[config.mk]
export PLATFORM = sky130hd
export DESIGN_NAME = decode_stage_pipelined
export DESIGN_NICKNAME = d
export VERILOG_FILES = /design/src/rtl/decode_pkg.sv /design/src/rtl/decode_stage_pipelined_register_file_bypass.sv /design/src/rtl/decode_stage_pipelined.sv
export SDC_FILE = /design/constraint.sdc
export NUM_CORES = 2
export LEC_CHECK = 0
export CAP_MARGIN = 30
export CORE_MARGIN = 2
export CORE_UTILIZATION = 60
export CTS_CLUSTER_DIAMETER = 120
export CTS_CLUSTER_SIZE = 24
export DETAILED_ROUTE_END_ITERATION = 10
export PLACE_DENSITY = 0.88
export SLEW_MARGIN = 20
export SYNTH_ARGS = -nofsm -noshare
export SYNTH_HDL_FRONTEND = slang
export SYNTH_SLANG_ARGS = --single-unit
[constraint.sdc]
create_clock -name clock -period 8.8 [get_ports clock]
set_input_delay 2.2 -clock clock [delete_from_list [all_inputs] [get_ports clock]]
set_output_delay 2.2 -clock clock [all_outputs]
set_load 0.05 [all_outputs]
[src/rtl/decode_pkg.sv]
// Decode-stage shared types: instruction field positions, opcode classes, ID/EX payload.
// Pure definitions: no latency, no flow control.
package decode_pkg;

  localparam int OPC_W  = 5;
  localparam int ADDR_W = 4;
  localparam int DATA_W = 18;
  localparam int VEC_W  = 64;
  localparam int IMM_W  = 15;

  localparam int OPC_LSB = 27;
  localparam int RD_LSB  = 23;
  localparam int RS1_LSB = 19;
  localparam int RS2_LSB = 15;
  localparam int IMM_LSB = 0;

  localparam logic [OPC_W-1:0] OP_NOP    = '0;
  localparam logic [3:0]       OP_STORE  = 4'hE;
  localparam logic [3:0]       OP_BRANCH = 4'hF;

  // STORE and BRANCH classes ignore the vector/scalar bit.
  function automatic logic writes_dest(input logic [OPC_W-1:0] opcode);
    return (opcode != OP_NOP) && (opcode[3:0] != OP_STORE) && (opcode[3:0] != OP_BRANCH);
  endfunction

  typedef struct packed {
    logic [OPC_W-1:0]  opcode;
    logic [ADDR_W-1:0] rd;
    logic [ADDR_W-1:0] rs1;
    logic [ADDR_W-1:0] rs2;
    logic              is_vector;
    logic              writes_rd;
    logic [DATA_W-1:0] reg1_scalar;
    logic [DATA_W-1:0] reg2_scalar;
    logic [VEC_W-1:0]  reg1_vector;
    logic [VEC_W-1:0]  reg2_vector;
    logic [DATA_W-1:0] immediate;
  } decoded_t;

endpackage

[src/rtl/decode_stage_pipelined_register_file_bypass.sv]
// Two-read one-write register file; reads are combinational with same-cycle write-back bypass.
// Write lands on the clock edge; no backpressure.
module register_file_bypass #(
  parameter int WIDTH      = 18,
  parameter int DEPTH      = 16,
  parameter int ADDR_WIDTH = 4
) (
  input  logic                  clock,
  input  logic                  reset,
  input  logic                  we,
  input  logic [ADDR_WIDTH-1:0] waddr,
  input  logic [WIDTH-1:0]      wdata,
  input  logic [ADDR_WIDTH-1:0] raddr1,
  input  logic [ADDR_WIDTH-1:0] raddr2,
  output logic [WIDTH-1:0]      rdata1,
  output logic [WIDTH-1:0]      rdata2
);

  logic [WIDTH-1:0] mem_q [DEPTH];
  logic [WIDTH-1:0] mem_d [DEPTH];

  always_comb begin
    mem_d = mem_q;
    if (we && (int'(waddr) < DEPTH)) mem_d[waddr] = wdata;
  end

  always_comb begin
    rdata1 = '0;
    if (we && (waddr == raddr1))   rdata1 = wdata;
    else if (int'(raddr1) < DEPTH) rdata1 = mem_q[raddr1];
  end

  always_comb begin
    rdata2 = '0;
    if (we && (waddr == raddr2))   rdata2 = wdata;
    else if (int'(raddr2) < DEPTH) rdata2 = mem_q[raddr2];
  end

  always_ff @(posedge clock) begin
    if (reset) begin
      for (int i = 0; i < DEPTH; i++) mem_q[i] <= '0;
    end else begin
      mem_q <= mem_d;
    end
  end

endmodule

[src/rtl/decode_stage_pipelined.sv]
// Decode stage: field split, scalar/vector operand read with bypass, RAW scoreboard, ID/EX register.
// One-cycle latency; in_ready drops on hazard, flush, or a full ID/EX held by out_ready=0.
module decode_stage_pipelined
  import decode_pkg::*;
#(
  parameter int DATA_WIDTH        = DATA_W,
  parameter int ELEM_WIDTH        = 8,
  parameter int VECTOR_SIZE       = 8,
  parameter int SCALAR_REGNUM     = 16,
  parameter int VECTOR_REGNUM     = 16,
  parameter int ADDRESS_WIDTH     = ADDR_W,
  parameter int OPCODE_WIDTH      = OPC_W,
  parameter int INSTRUCTION_WIDTH = 32,
  parameter int IMM_WIDTH         = IMM_W
) (
  input  logic                              clock,
  input  logic                              reset,
  input  logic                              in_valid,
  output logic                              in_ready,
  input  logic [INSTRUCTION_WIDTH-1:0]      instruction,
  input  logic                              flush,
  input  logic                              wb_scalar_en,
  input  logic                              wb_vector_en,
  input  logic [ADDRESS_WIDTH-1:0]          wb_address,
  input  logic [DATA_WIDTH-1:0]             wb_scalar_data,
  input  logic [VECTOR_SIZE*ELEM_WIDTH-1:0] wb_vector_data,
  output logic                              out_valid,
  input  logic                              out_ready,
  output logic [OPCODE_WIDTH-1:0]           out_opcode,
  output logic [ADDRESS_WIDTH-1:0]          out_rd,
  output logic [ADDRESS_WIDTH-1:0]          out_rs1,
  output logic [ADDRESS_WIDTH-1:0]          out_rs2,
  output logic                              out_is_vector,
  output logic                              out_writes_rd,
  output logic [DATA_WIDTH-1:0]             out_reg1_scalar,
  output logic [DATA_WIDTH-1:0]             out_reg2_scalar,
  output logic [VECTOR_SIZE*ELEM_WIDTH-1:0] out_reg1_vector,
  output logic [VECTOR_SIZE*ELEM_WIDTH-1:0] out_reg2_vector,
  output logic [DATA_WIDTH-1:0]             out_immediate
);

  localparam int VW = VECTOR_SIZE * ELEM_WIDTH;

  logic [OPCODE_WIDTH-1:0]  dec_opcode;
  logic [ADDRESS_WIDTH-1:0] dec_rd, dec_rs1, dec_rs2;
  logic [IMM_WIDTH-1:0]     dec_imm;
  logic                     dec_is_vector, dec_writes;

  assign dec_opcode    = instruction[OPC_LSB +: OPCODE_WIDTH];
  assign dec_rd        = instruction[RD_LSB  +: ADDRESS_WIDTH];
  assign dec_rs1       = instruction[RS1_LSB +: ADDRESS_WIDTH];
  assign dec_rs2       = instruction[RS2_LSB +: ADDRESS_WIDTH];
  assign dec_imm       = instruction[IMM_LSB +: IMM_WIDTH];
  assign dec_is_vector = dec_opcode[OPCODE_WIDTH-1];
  assign dec_writes    = writes_dest(dec_opcode);

  logic [DATA_WIDTH-1:0] s_rdata1, s_rdata2;
  logic [VW-1:0]         v_rdata1, v_rdata2;

  register_file_bypass #(
    .WIDTH(DATA_WIDTH), .DEPTH(SCALAR_REGNUM), .ADDR_WIDTH(ADDRESS_WIDTH)
  ) u_scalar_rf (
    .clock(clock), .reset(reset),
    .we(wb_scalar_en), .waddr(wb_address), .wdata(wb_scalar_data),
    .raddr1(dec_rs1), .raddr2(dec_rs2), .rdata1(s_rdata1), .rdata2(s_rdata2)
  );

  register_file_bypass #(
    .WIDTH(VW), .DEPTH(VECTOR_REGNUM), .ADDR_WIDTH(ADDRESS_WIDTH)
  ) u_vector_rf (
    .clock(clock), .reset(reset),
    .we(wb_vector_en), .waddr(wb_address), .wdata(wb_vector_data),
    .raddr1(dec_rs1), .raddr2(dec_rs2), .rdata1(v_rdata1), .rdata2(v_rdata2)
  );

  logic [SCALAR_REGNUM-1:0] sb_scalar_q, sb_scalar_d;
  logic [VECTOR_REGNUM-1:0] sb_vector_q, sb_vector_d;
  decoded_t                 idex_q, idex_d;
  logic                     out_valid_q, out_valid_d;
  logic                     rs1_busy, rs2_busy, hazard, accept;

  // A pending source whose write-back lands this cycle is satisfied by the bypass.
  always_comb begin
    if (dec_is_vector) begin
      rs1_busy = sb_vector_q[dec_rs1] && !(wb_vector_en && (wb_address == dec_rs1));
      rs2_busy = sb_vector_q[dec_rs2] && !(wb_vector_en && (wb_address == dec_rs2));
    end else begin
      rs1_busy = sb_scalar_q[dec_rs1] && !(wb_scalar_en && (wb_address == dec_rs1));
      rs2_busy = sb_scalar_q[dec_rs2] && !(wb_scalar_en && (wb_address == dec_rs2));
    end
    hazard = rs1_busy || rs2_busy;
  end

  assign in_ready = !hazard && (!out_valid_q || out_ready) && !flush;
  assign accept   = in_valid && in_ready;

  // Clears are applied before the set so a same-cycle set wins.
  always_comb begin
    sb_scalar_d = sb_scalar_q;
    sb_vector_d = sb_vector_q;
    if (wb_scalar_en) sb_scalar_d[wb_address] = 1'b0;
    if (wb_vector_en) sb_vector_d[wb_address] = 1'b0;
    if (flush && out_valid_q && idex_q.writes_rd) begin
      if (idex_q.is_vector) sb_vector_d[idex_q.rd] = 1'b0;
      else                  sb_scalar_d[idex_q.rd] = 1'b0;
    end
    if (accept && dec_writes) begin
      if (dec_is_vector) sb_vector_d[dec_rd] = 1'b1;
      else               sb_scalar_d[dec_rd] = 1'b1;
    end
  end

  always_comb begin
    idex_d      = idex_q;
    out_valid_d = out_valid_q;
    if (flush) begin
      out_valid_d = 1'b0;
    end else if (accept) begin
      out_valid_d           = 1'b1;
      idex_d.opcode         = dec_opcode;
      idex_d.rd             = dec_rd;
      idex_d.rs1            = dec_rs1;
      idex_d.rs2            = dec_rs2;
      idex_d.is_vector      = dec_is_vector;
      idex_d.writes_rd      = dec_writes;
      idex_d.reg1_scalar    = s_rdata1;
      idex_d.reg2_scalar    = s_rdata2;
      idex_d.reg1_vector    = v_rdata1;
      idex_d.reg2_vector    = v_rdata2;
      idex_d.immediate      = {{(DATA_WIDTH-IMM_WIDTH){dec_imm[IMM_WIDTH-1]}}, dec_imm};
    end else if (out_ready) begin
      out_valid_d = 1'b0;
    end
  end

  always_ff @(posedge clock) begin
    if (reset) begin
      sb_scalar_q <= '0;
      sb_vector_q <= '0;
      idex_q      <= '0;
      out_valid_q <= 1'b0;
    end else begin
      sb_scalar_q <= sb_scalar_d;
      sb_vector_q <= sb_vector_d;
      idex_q      <= idex_d;
      out_valid_q <= out_valid_d;
    end
  end

  assign out_valid       = out_valid_q;
  assign out_opcode      = idex_q.opcode;
  assign out_rd          = idex_q.rd;
  assign out_rs1         = idex_q.rs1;
  assign out_rs2         = idex_q.rs2;
  assign out_is_vector   = idex_q.is_vector;
  assign out_writes_rd   = idex_q.writes_rd;
  assign out_reg1_scalar = idex_q.reg1_scalar;
  assign out_reg2_scalar = idex_q.reg2_scalar;
  assign out_reg1_vector = idex_q.reg1_vector;
  assign out_reg2_vector = idex_q.reg2_vector;
  assign out_immediate   = idex_q.immediate;

endmodule
==> run metrics <==
commonest cells after routing, fill and taps aside=nand2_1 (2653), dfxtp_1 (1542), a21oi_1 (1312); post-synthesis cell type count=43; max-slew violations=0; TritonCTS clock tree=built; Main synth FF type=dfxtp_1; RR Startpoint=sb_scalar_q[7]; # placed instances=9214; Die X=357.9 um; Detailed Place HPWL=143300 um; power consumption=12.76 mW; Layout area overhead=7.632%; Worst-Margin Slew=1.257 ns; vias=67105; hold bufs inserted after CTS=0; final setup violation count=0; fin crit share=90.40%; Wirelength per Cell=27.61 um; sum of negative setup slack=0 ns; most common cell after layout, fill and taps aside=nand2_1; crit-path max cell delay=1.08 ns; Die ar.=128100 um^2; Ys Warns=0; synthesized instance count=7976; syn_area_per_cell=9.421 um^2; vias in the first global route=65708; post-CTS setup buffers=0; HP Class=flop to flop; Clock Sink Count=1542; critical path class=primary input to output port; synth top area cells=dfxtp_1 (41%), mux4_2 (25%), nand2_1 (13%); Post-Route WL=257600 um; Synth async-reset ratio=0%; Overflow after GRT=0; GPL Wtd Cong=0.9124; Cell Area, Synth=75140 um^2; Hold Vio Cnt, Final=0; post-route ant nets=0; Leakage=26.32 nW; status=finished clean; Critical Path Stages=8; starting DRC count in detailed routing=13098; Final min period=7.956 ns; R2R depth=8; worst-path cell chain=clkdlybuf4s50_1, xor2_1, nor4_1, nand2_4, a32oi_1, nor2_1, nor3_1, buf_12; Slew headroom=16.23%; Seq pwr share=56.5%; combinational share of power=12.7%; Seq/Total Area, Yosys=41.08%; Core ar.=124000 um^2; post-route setup slack=0.8444 ns; first-pass GRT wire length=382300 um; final core occ=65.24%; Clock Power Share=30.8%; Max-Cap Viols=0; Initial DRT Pass Iterations=10; largest net degree at the start of global routing=235; I/O Buffers=327; arrival time at the worst endpoint=5.76 ns; number of flops mapped to enable cells by yosys=0; WHS Path Cells=2; IO Pins=328; Initial Util=60.62%; type of origin of the critical path=primary input; drt drc=0; worst-skew pair later-pin latency=0.73 ns; synthesized net count=8101; design area=80870 um^2; placed cell areas=78540 um^2; Layout Skew=0.02429 ns; Sw Share=27.40%; WP buf/inv=2; r2r endpoint=out_reg2_vector[31]; H-tree Lvls=3; fmax=125.7 MHz; GRT Overall Usage=39.10%; WP data required=6.60 ns; CTS Buf Count=74; Setup crit end kind=output port; Net Sw Power=3.496 mW; drt via density=7.194; critical path's top delay family=simple AND/OR/NAND/NOR gates; Crit-path slowest cell=clkdlybuf4s50_1; RSZ-0062 raised after global routing=no; pre-CTS setup slack=0.9784 ns; layout cell share with drive strength beyond 1=14.85%; r2r setup slk=5.21 ns; hold_sp=u_vector_rf.mem_q[850]; share of the synthesized area in the top cell type=41.08%; clock buffer depth=3; internal power=9.266 mW; CTS resizes=0; chip height=357.9 um; worst hold slack=0.4670 ns; Synth area leader=dfxtp_1; Rows=129; Worst-path clk slew=0.10 ns; initial antenna violation count=31; WHS Endpoint=u_vector_rf.mem_q[850]; Crit Path Max Fanout=17; clk root buf=clkbuf_16; Post-Layout Cell Count=9328; peak supply drop=0.1319 mV; Layout Nets=7789; #FFs+latches synth=1542; Pwr per Cell Area=157.8 nW/um^2
## how the worst max path moves through the flow
stage / from / endpoint / slack [ns]
finish: wb_address[1] / in_ready / 0.84
floorplan: instruction[19] / in_ready / 1.93
global route: wb_address[1] / in_ready / 0.75
detailed placement: wb_address[1] / in_ready / 0.98
CTS: wb_address[1] / in_ready / 0.95
global placement: wb_address[1] / in_ready / 0.97
## flip-flops by register name (all words and copies together) (netlist names)
| name | count |
|---|---|
| u_vector_rf.mem_q | 1024 |
| u_scalar_rf.mem_q | 288 |
| out_reg1_vector | 64 |
| out_reg2_vector | 64 |
| out_reg1_scalar | 18 |
| out_reg2_scalar | 18 |
| sb_scalar_q | 16 |
| sb_vector_q | 16 |
| out_immediate | 15 |
| out_opcode | 5 |
| out_rd | 4 |
| out_rs1 | 4 |
| out_rs2 | 4 |
| out_valid | 1 |
| out_writes_rd | 1 |
## worst register-to-register path, delay by kind of cell (launching register included)
| family | cells | cell delay (ns) |
|---|---|---|
| AOI/OAI and AO/OA | 4 | 1.41 |
| buffers and inverters | 1 | 0.81 |
| muxes | 2 | 0.74 |
| DFF | 1 | 0.34 |
| and+or+nand+nor | 1 | 0.16 |
## cells by family (layout without fill, tap and decap cells)
logic type	count (synthesis)	in the layout	synth area share [%]
simple gates	2987	2987	15.23
flops	1542	1542	41.08
compound gates	1541	1541	11.15
mux	1043	1043	27.77
buf+inv	855	549	4.673
xor+xnor	8	8	0.09325
other cells	0	21	0
## cells in the mapped netlist (4+ instances only)
library cell,instances
a211oi_2,26
o2111ai_1,24
nand3_1,15
nand3b_1,6
buf_4,9
nor3b_1,4
and2_1,4
nand2b_1,6
mux4_2,833
nor2b_1,5
mux2i_1,209
nand2_1,2673
clkbuf_1,659
or3_1,5
a21oi_1,1312
o22ai_1,8
nor2_1,236
nor3_1,19
xor2_1,8
a211oi_1,138
buf_2,100
buf_1,65
dfxtp_1,1542
o21ai_0,24
buf_6,19
## layer usage
metal  up-vias  global-route usage (%)  share of wire (%)
li1      27226                       -                  -
met1     31453                   46.79                 31
met2      6489                   58.58                 44
met3      1919                   12.21                 16
met4        18                   31.12                8.9
met5         -                  0.1111              0.043
## area by class of cell
type	count	area [um^2]
repair buffers	464	4816
inverters	3	11.26
diodes	21	52.55
fillers	8793	43090
clock inverters	3	33.78
multi-input cells	5579	41060
flip-flops and latches	1542	30870
well taps	1637	2048
clock buffers	79	1977
## power groups by stage
| stage | logic (mW) | clock network, mW | registers [mW] |
|---|---|---|---|
| 5_1_grt | 1.67 | 4.14 | 7.22 |
| 2_1_floorplan | 0.897 | 0 | 7.53 |
| 3_5_place_dp | 1.55 | 0 | 7.37 |
| 6_report | 1.62 | 3.93 | 7.21 |
| 4_1_cts | 1.56 | 3.88 | 7.20 |
| 3_3_place_gp | 1.52 | 0 | 7.36 |
Note: power is estimated with default switching activity, not from simulation.
